--- config.mk ---
export PLATFORM = sky130hd
export DESIGN_NAME = closest_hit_collector
export DESIGN_NICKNAME = d
export VERILOG_FILES = /design/src/rtl/closest_hit_collector.sv
export SDC_FILE = /design/constraint.sdc
export NUM_CORES = 1
export LEC_CHECK = 0
export ABC_CLOCK_PERIOD_IN_PS = 3200
export CAP_MARGIN = 20
export CORE_ASPECT_RATIO = 1.2
export CORE_MARGIN = 2
export CORE_UTILIZATION = 56
export DETAILED_ROUTE_END_ITERATION = 10
export PLACE_DENSITY_LB_ADDON = 0.12
export SLEW_MARGIN = 20
export SYNTH_ARGS = -nofsm -noshare
export SYNTH_HDL_FRONTEND = slang
export SYNTH_SLANG_ARGS = --single-unit
--- constraint.sdc ---
create_clock -name clk -period 3.2 [get_ports clk]
set_clock_uncertainty 0.2 [all_clocks]
set_input_delay 0.64 -clock clk [delete_from_list [all_inputs] [get_ports clk]]
set_output_delay 0.64 -clock clk [all_outputs]
set_load 0.02 [all_outputs]
--- src/rtl/closest_hit_collector.sv ---
// closest_hit_collector
//   Folds the per-triangle intersection results of one ray into a single
//   nearest-hit record for the reflection/refraction stage.
//
// Ports
//   clk, rst_n                 clock, asynchronous active-low reset
//   in_valid/in_ready          input word handshake (in_ready is registered)
//   in_word                    {code[1:0], t[WIDTH-1:0]}; 2'b10 hit, 2'b00 miss
//   in_tri_idx, in_ray_id      triangle index and ray tag of the word
//   in_last                    word is the last triangle of the ray
//   out_valid/out_ready        result record handshake
//   out_hit, out_t,            nearest hit (t and index are 0 when no hit)
//   out_tri_idx
//   out_ray_id                 tag from the first word of the ray
//   out_count                  words consumed, saturating at all-ones
//   err_flag, err_clear        sticky error (bad code / ray tag change), clear
module closest_hit_collector #(
  parameter int unsigned WIDTH    = 32,
  parameter int unsigned IDX_W    = 10,
  parameter int unsigned RAY_ID_W = 8
) (
  input  logic                clk,
  input  logic                rst_n,
  input  logic                in_valid,
  output logic                in_ready,
  input  logic [WIDTH+1:0]    in_word,
  input  logic [IDX_W-1:0]    in_tri_idx,
  input  logic [RAY_ID_W-1:0] in_ray_id,
  input  logic                in_last,
  output logic                out_valid,
  input  logic                out_ready,
  output logic                out_hit,
  output logic [WIDTH-1:0]    out_t,
  output logic [IDX_W-1:0]    out_tri_idx,
  output logic [RAY_ID_W-1:0] out_ray_id,
  output logic [IDX_W:0]      out_count,
  output logic                err_flag,
  input  logic                err_clear
);

  typedef enum logic [0:0] {StCollect, StHold} state_e;

  state_e              state_q, state_d;
  logic                in_ready_q, in_ready_d;
  logic                first_q, first_d;
  logic                best_valid_q, best_valid_d;
  logic [WIDTH-1:0]    best_t_q, best_t_d;
  logic [IDX_W-1:0]    best_idx_q, best_idx_d;
  logic [RAY_ID_W-1:0] ray_id_q, ray_id_d;
  logic [IDX_W:0]      count_q, count_d;
  logic                err_q, err_d;

  logic                out_valid_q, out_valid_d;
  logic                out_hit_q, out_hit_d;
  logic [WIDTH-1:0]    out_t_q, out_t_d;
  logic [IDX_W-1:0]    out_tri_idx_q, out_tri_idx_d;
  logic [RAY_ID_W-1:0] out_ray_id_q, out_ray_id_d;
  logic [IDX_W:0]      out_count_q, out_count_d;

  logic             accept;
  logic [1:0]       code;
  logic [WIDTH-1:0] word_t;
  logic             is_hit;
  logic             closer;
  logic             err_set;
  logic             handshake;

  assign accept    = in_valid && in_ready_q;
  assign code      = in_word[WIDTH+1:WIDTH];
  assign word_t    = in_word[WIDTH-1:0];
  assign is_hit    = (code == 2'b10);
  // Strict less-than: on a tie the earlier triangle keeps the slot.
  assign closer    = !best_valid_q || ($signed(word_t) < $signed(best_t_q));
  assign handshake = out_valid_q && out_ready;
  // Codes 01/11 are malformed; a tag change is only an error after the first word.
  assign err_set   = accept && (code[0] || (!first_q && (in_ray_id != ray_id_q)));

  always_comb begin
    state_d       = state_q;
    first_d       = first_q;
    best_valid_d  = best_valid_q;
    best_t_d      = best_t_q;
    best_idx_d    = best_idx_q;
    ray_id_d      = ray_id_q;
    count_d       = count_q;
    out_valid_d   = out_valid_q;
    out_hit_d     = out_hit_q;
    out_t_d       = out_t_q;
    out_tri_idx_d = out_tri_idx_q;
    out_ray_id_d  = out_ray_id_q;
    out_count_d   = out_count_q;

    unique case (state_q)
      StCollect: begin
        if (accept) begin
          if (!(&count_q)) begin
            count_d = count_q + 1'b1;
          end
          if (first_q) begin
            ray_id_d = in_ray_id;
            first_d  = 1'b0;
          end
          if (is_hit && closer) begin
            best_valid_d = 1'b1;
            best_t_d     = word_t;
            best_idx_d   = in_tri_idx;
          end
          // The last word's own contribution is folded into the record here.
          if (in_last) begin
            state_d       = StHold;
            out_valid_d   = 1'b1;
            out_hit_d     = best_valid_d;
            out_t_d       = best_valid_d ? best_t_d : '0;
            out_tri_idx_d = best_valid_d ? best_idx_d : '0;
            out_ray_id_d  = ray_id_d;
            out_count_d   = count_d;
          end
        end
      end
      StHold: begin
        if (handshake) begin
          state_d       = StCollect;
          out_valid_d   = 1'b0;
          out_hit_d     = 1'b0;
          out_t_d       = '0;
          out_tri_idx_d = '0;
          out_ray_id_d  = '0;
          out_count_d   = '0;
          first_d       = 1'b1;
          best_valid_d  = 1'b0;
          count_d       = '0;
        end
      end
      default: state_d = StCollect;
    endcase

    in_ready_d = (state_d == StCollect);

    // Set wins over a simultaneous clear.
    err_d = err_q;
    if (err_clear) err_d = 1'b0;
    if (err_set)   err_d = 1'b1;
  end

  always_ff @(posedge clk or negedge rst_n) begin
    if (!rst_n) begin
      state_q       <= StCollect;
      in_ready_q    <= 1'b0;
      first_q       <= 1'b1;
      best_valid_q  <= 1'b0;
      best_t_q      <= '0;
      best_idx_q    <= '0;
      ray_id_q      <= '0;
      count_q       <= '0;
      err_q         <= 1'b0;
      out_valid_q   <= 1'b0;
      out_hit_q     <= 1'b0;
      out_t_q       <= '0;
      out_tri_idx_q <= '0;
      out_ray_id_q  <= '0;
      out_count_q   <= '0;
    end else begin
      state_q       <= state_d;
      in_ready_q    <= in_ready_d;
      first_q       <= first_d;
      best_valid_q  <= best_valid_d;
      best_t_q      <= best_t_d;
      best_idx_q    <= best_idx_d;
      ray_id_q      <= ray_id_d;
      count_q       <= count_d;
      err_q         <= err_d;
      out_valid_q   <= out_valid_d;
      out_hit_q     <= out_hit_d;
      out_t_q       <= out_t_d;
      out_tri_idx_q <= out_tri_idx_d;
      out_ray_id_q  <= out_ray_id_d;
      out_count_q   <= out_count_d;
    end
  end

  assign in_ready    = in_ready_q;
  assign out_valid   = out_valid_q;
  assign out_hit     = out_hit_q;
  assign out_t       = out_t_q;
  assign out_tri_idx = out_tri_idx_q;
  assign out_ray_id  = out_ray_id_q;
  assign out_count   = out_count_q;
  assign err_flag    = err_q;

endmodule

==> results of run 1 <==
placed cells by master (no fill, tap or decap), types with 6 or more instances in the layout:
cell / n
dfrtp_1: 127
o21ai_0: 17
clkbuf_16: 18
o21ai_1: 6
xor2_1: 12
dlymetal6s2s_1: 9
a2111oi_0: 15
a31oi_1: 16
nor3_1: 91
nand3_1: 97
o211ai_1: 30
nand2_1: 45
buf_12: 16
buf_4: 68
mux2i_1: 11
clkdlybuf4s50_1: 108
inv_1: 34
and3_1: 47
mux2_2: 8
nor3b_1: 52
nand3b_1: 63
a2111oi_1: 11
a221o_1: 42
nor2_1: 19
a21oi_1: 78
ha_1: 26
critical path: cells and delay by family:
family	cells	cell delay (ps)
adders and majority gates	1	310
buffers and inverters	3	880
and+or+nand+nor	2	190
AOI/OAI and AO/OA	5	1200
power by group:
part / leakage [nW] / internal [mW] / switching (mW)
registers: 1.53 / 2.19 / 0.535
logic: 3.07 / 1.98 / 2.43
clock network: 0.290 / 1.26 / 0.738
total: 4.90 / 5.44 / 3.70
worst paths after layout:
| path | startpoint | to | slack, ps | depth (start not counted) |
|---|---|---|---|---|
| setup / recovery | in_word[2] | out_t[16] | 80 | 11 |
| hold / removal | out_count[0] | out_count[0] | 280 | 2 |
| setup reg to reg | best_t_q[27] | out_t[16] | 120 | 11 |
| hold reg to reg | out_count[0] | out_count[0] | 280 | 2 |
| max in group asynchronous | rst_n | best_t_q[26] | 1530 | 3 |
| min in group asynchronous | rst_n | ray_id_q[3] | 560 | 2 |
logic make-up after synthesis:
group / share of synthesized area, %
XOR/XNOR: 1.686
multiplexers: 2.267
flip-flops: 36.56
AND/OR/NAND/NOR: 28.52
buffers and inverters: 6.828
adder cells (fa/ha/maj): 4.533
AO/OA/AOI/OAI: 19.61
state kept, by name (all words and copies together), names as in the netlist, 8 cells and up:
register and cells:
count_q 11, best_t_q 32, out_ray_id 8, ray_id_q 8, out_t 32, out_tri_idx 10
out_count 11, best_idx_q 10
per-layer routing:
layer	GRT usage, %	vias to the layer above	share of wire, %
met5	0	-	0
met4	13.66	0	2.3
met3	5.506	56	7.0
met2	51.00	422	49
met1	40.48	4220	42
li1	-	4118	-
area by class of cell:
cell class / instances / share of cell area, %
Clock buffer: 22 / 4.004
Multi-Input combinational cell: 754 / 45.07
Sequential cell: 129 / 27.87
Inverter: 34 / 1.101
Timing Repair Buffer: 212 / 18.55
Tap cell: 208 / 2.245
Clock inverter: 10 / 1.155
metrics by stage:
stage	total power, mW	hold WS (ps)
after floorplan	5.319	144.4
after global placement	6.816	264.1
after detailed placement	6.929	270.5
after CTS	8.982	283.1
after global routing	9.691	316.2
final	9.140	277.6
what timing repair did:
action / CTS / global route
setup endpoints to repair: 65 / 82
hold endpoints to repair: 45 / 0
pin swaps: 11 / 16
gates resized for setup: 9 / 46
gates cloned: 0 / 1
buffers inserted: 1 / 2
hold buffers: 1 / 0
==> metrics.yaml, run 1 <==
run_status: "completed"
ys_types: 53
viasPerCell: 6.440
tightestPinTransition_ps: 593.9
critPathMaxFanout: 23
start_util_pct: 56.93
wirelength_mm: 26.11
powerDensity_nw_per_um2: 788.4
htreeDepth: 4
syn_inst: 1024
antenna_found_initial: 0
finalSetupViolations: 0
die_h_um: 141.6
crit_chain: "clkdlybuf4s50_1, ha_2, o21ai_2, nand2b_1, a31oi_1, buf_4, a2bb2oi_4, nand2_4, a211o_4, buf_12, a221o_1"
grt_pass1_vias: 8377
fmax_ghz: 0.3208
slowest_delay_ps: 530
clock_latency_ps: 430
syn-cell-area_sq_um: 8832
end_kind: "flop"
avgSynthCellArea_sq_um: 8.625
regArea_sq_um: 3231
nFillCells: 1181
first_pass_iters: 6
drive_gt1_share_pct: 13.78
cp_slowest_cell: "clkdlybuf4s50_1"
die_x_um: 118.6
antenna_cells: 0
ys_warn_count: 0
fin_area_sq_um: 11590
routabilityCongestion: 0.8700
pre_cts_ws_ps: -520.1
hpwl_mm: 16.59
wl_per_cell_um: 19.07
hp-class: "reg -> reg"
ios: 123
postLayoutCoreUtil_pct: 74.72
power_leakage_nw: 4.896
post-route-period-util_pct: 97.41
synth_most_common_cell: "dfrtp_1"
synth.area.top_cells: "dfrtp_1 36%, nand3_1 5.6%, nand3b_1 5.4%"
drc_errors: 0
syn_to_final_growth_pct: 31.25
final_nets: 1238
grt.total_usage_pct: 31.10
setup_tns_ps: 0
dieArea_sq_um: 16800
stdcell_count: 1369
hold_viol_final: 0
rows: 50
multiInputGateArea_sq_um: 5225
grt_pass1_wl_mm: 42.28
yosysSeqAreaShare_pct: 36.56
synth.ff_latch_count: 129
cap_violations: 0
dpl_cell_area_sq_um: 10740
max_slew_margin_pct: 60.41
dp_cells: 1332
yosys-top-cells-count: "128 x dfrtp_1, 99 x nand3_1, 92 x nor3_1"
crit_arrival_ps: 3230
period_minus_slack_ps: 3117
critPathKind: "in -> reg"
final.setup.worst_slack_ps: 83.03
cts_buffer_depth: 2
yosys_most_used_dff: "dfrtp_1"
synth_top_area_cell: "dfrtp_1"
synth_edf_count: 0
core_area_sq_um: 15510
grt_overflow_total: 0
start_kind: "primary input"
drt_iter0_markers: 925
clkSinkCount: 129
synthArstFlopShare_pct: 100.0
drv_slew: 0
ant_nets: 0
netlist.area_leader.share_pct: 36.27
cts-root-buf: "clkbuf_16"
grt_max_degree: 151
synth_nets: 1114
ir_drop_v: 0.0004636
cts_tree: "done"
vias: 8816
io_buffers: 122
clk_pin_slew_ps: 60
required_ps: 3310
cts_buffers: 17
(Power assumes the default switching activity.)
==> run 2, diff against run 1 <==
Settings changed: CORE_UTILIZATION 56 to 30.
==> run 2 against run 1 <==
Against the previous run:
- the run now ends with hold timing left
- die area up 84%
- non-clock buffer count rose by 10
- hold slack worse by 290 ps
- cell area rose by 4.4%
- flip-flop and latch count is the same
- global-route usage fell by 12 points
- fmax about the same
- via count fell by 1.9%
- critical path type unchanged
- highest routed layer unchanged
==> metrics.yaml, run 2 (synthesis results as in run 1) <==
run_status: "finished, violations left"
violations: "hold timing"
grt_pass1_wl_mm: 46.89
r2r-start: "best_t_q[1]"
hold_viol_final: 17
wl_per_cell_um: 19.06
grt_overflow_total: 0
drt_iter0_markers: 561
die_h_um: 192.0
final_cell_mix: "127 x dfrtp_1, 103 x clkdlybuf4s50_1, 97 x nand3_1"
dpl_cell_area_sq_um: 10920
ios: 123
start_util_pct: 30.62
ir_drop_v: 0.0003978
wl_met3_mm: 1.129
nFillCells: 2859
critPathKind: "in -> reg"
final_nets: 1248
drv_slew: 0
vias: 8650
crit_arrival_ps: 3220
powerDensity_nw_per_um2: 782.0
hold_ws_ps: -16.92
routabilityCongestion: 0.8181
drc_errors: 0
max_slew_margin_pct: 59.41
fin_area_sq_um: 12100
rows: 68
power_leakage_nw: 5.019
syn_to_final_growth_pct: 37.04
ant_nets: 0
required_ps: 3300
cts-root-buf: "clkbuf_16"
critPathMaxFanout: 14
antenna_found_initial: 0
wirelength_mm: 29.64
die_x_um: 160.6
clock_latency_ps: 430
wl_met2_mm: 14.13
cp-startpoint: "in_word[28]"
first_pass_iters: 5
cts_buffer_depth: 2
io_buffers: 122
r2r_setup_slack_ps: 130
hpwl_mm: 18.77
tightestPinTransition_ps: 603.2
viasPerCell: 5.563
cts_tree: "done"
reg2reg_depth: 10
clkSinkCount: 129
final_common_cell: "dfrtp_1"
hp-class: "in -> async"
cap_violations: 0
clk_pin_slew_ps: 60
htreeDepth: 4
period_minus_slack_ps: 3118
fmax_ghz: 0.3207
wl_met1_mm: 14.06
post-route-period-util_pct: 97.44
end_kind: "flop"
grt.total_usage_pct: 19.23
grt_pass1_vias: 8135
grt_max_degree: 131
cts_buffers: 17
dieArea_sq_um: 30840
core_area_sq_um: 28840
postLayoutCoreUtil_pct: 41.97
drive_gt1_share_pct: 16.15
pre_cts_ws_ps: -631.5
endpoint: "out_tri_idx[1]"
finalSetupViolations: 0
antenna_cells: 0
start_kind: "primary input"
final.setup.worst_slack_ps: 81.96
topRoutingLayerUsed: "met4"
timing.rr.end: "out_tri_idx[1]"
hold_buffers: 0
run 2: cell count changes in the layout (fill, tap and decap cells not counted), moves of 4 or more:
cell / previous run / this run
a2111oi_0: 15 / 9
clkdlybuf4s50_1: 108 / 103
a2111oi_1: 11 / 7
a2111oi_2: 4 / 14
buf_4: 68 / 75
dlygate4sd2_1: 4 / 8
run 2: cell type report:
type / count / area [sq um] / share of cell area, %
Clock inverter: 11 / 175.2 / 1.447
Sequential cell: 129 / 3231 / 26.69
Inverter: 34 / 127.6 / 1.054
Tap cell: 385 / 481.7 / 3.980
Clock buffer: 20 / 466.7 / 3.856
Multi-Input combinational cell: 754 / 5344 / 44.15
Timing Repair Buffer: 222 / 2278 / 18.82
run 2: how the worst min path moves through the flow:
stage	endpoint
after floorplan	best_idx_q[0]
after CTS	out_ray_id[1]
after global placement	out_count[2]
after detailed placement	out_count[1]
after global routing	ray_id_q[1]
final	out_ray_id[6]
run 2: where the power goes:
group,internal (mW),switching (mW),leakage [nW]
combinational,2.07,2.47,3.17
clock,1.37,0.802,0.310
sequential,2.19,0.563,1.53
total,5.63,3.84,5.02
run 2: worst max-delay path: stages:
cell and delay (ps):
clkdlybuf4s50_1 450, ha_1 350, nand4_4 110, nor2_1 70, a221oi_2 300, and3_4 270
nand2_4 70, a211o_4 370, bufbuf_16 300, a221o_1 290
run 2: per-stage QoR:
step           power (mW)  std cells  TNS (ps)
4_1_cts             9.354       1547         0
3_5_place_dp        7.017       1507    -45120
6_report            9.465       1555         0
2_1_floorplan       5.319       1024         0
3_3_place_gp        6.989       1507    -43300
5_1_grt             10.10       1555    -418.1
run 2: what timing repair did:
item                                    4_1_cts  5_1_grt
cloned                                        2        2
endpoints found under the setup margin       82       82
setup buffers                                 7        7
pin swaps                                     8       22
gates resized for setup                      45       42
run 2: per-layer routing:
layer | up-vias | GRT usage [%]
li1 | 4137 | -
met1 | 4285 | 26.31
met2 | 206 | 32.03
met3 | 22 | 2.678
met4 | 0 | 4.920
met5 | - | 0
==> run 3, diff against run 2 <==
Settings changed: CORE_UTILIZATION 30 to 56.
==> results of run 3 <==
Final layout, timing and power as in run 1 (identical DEF).
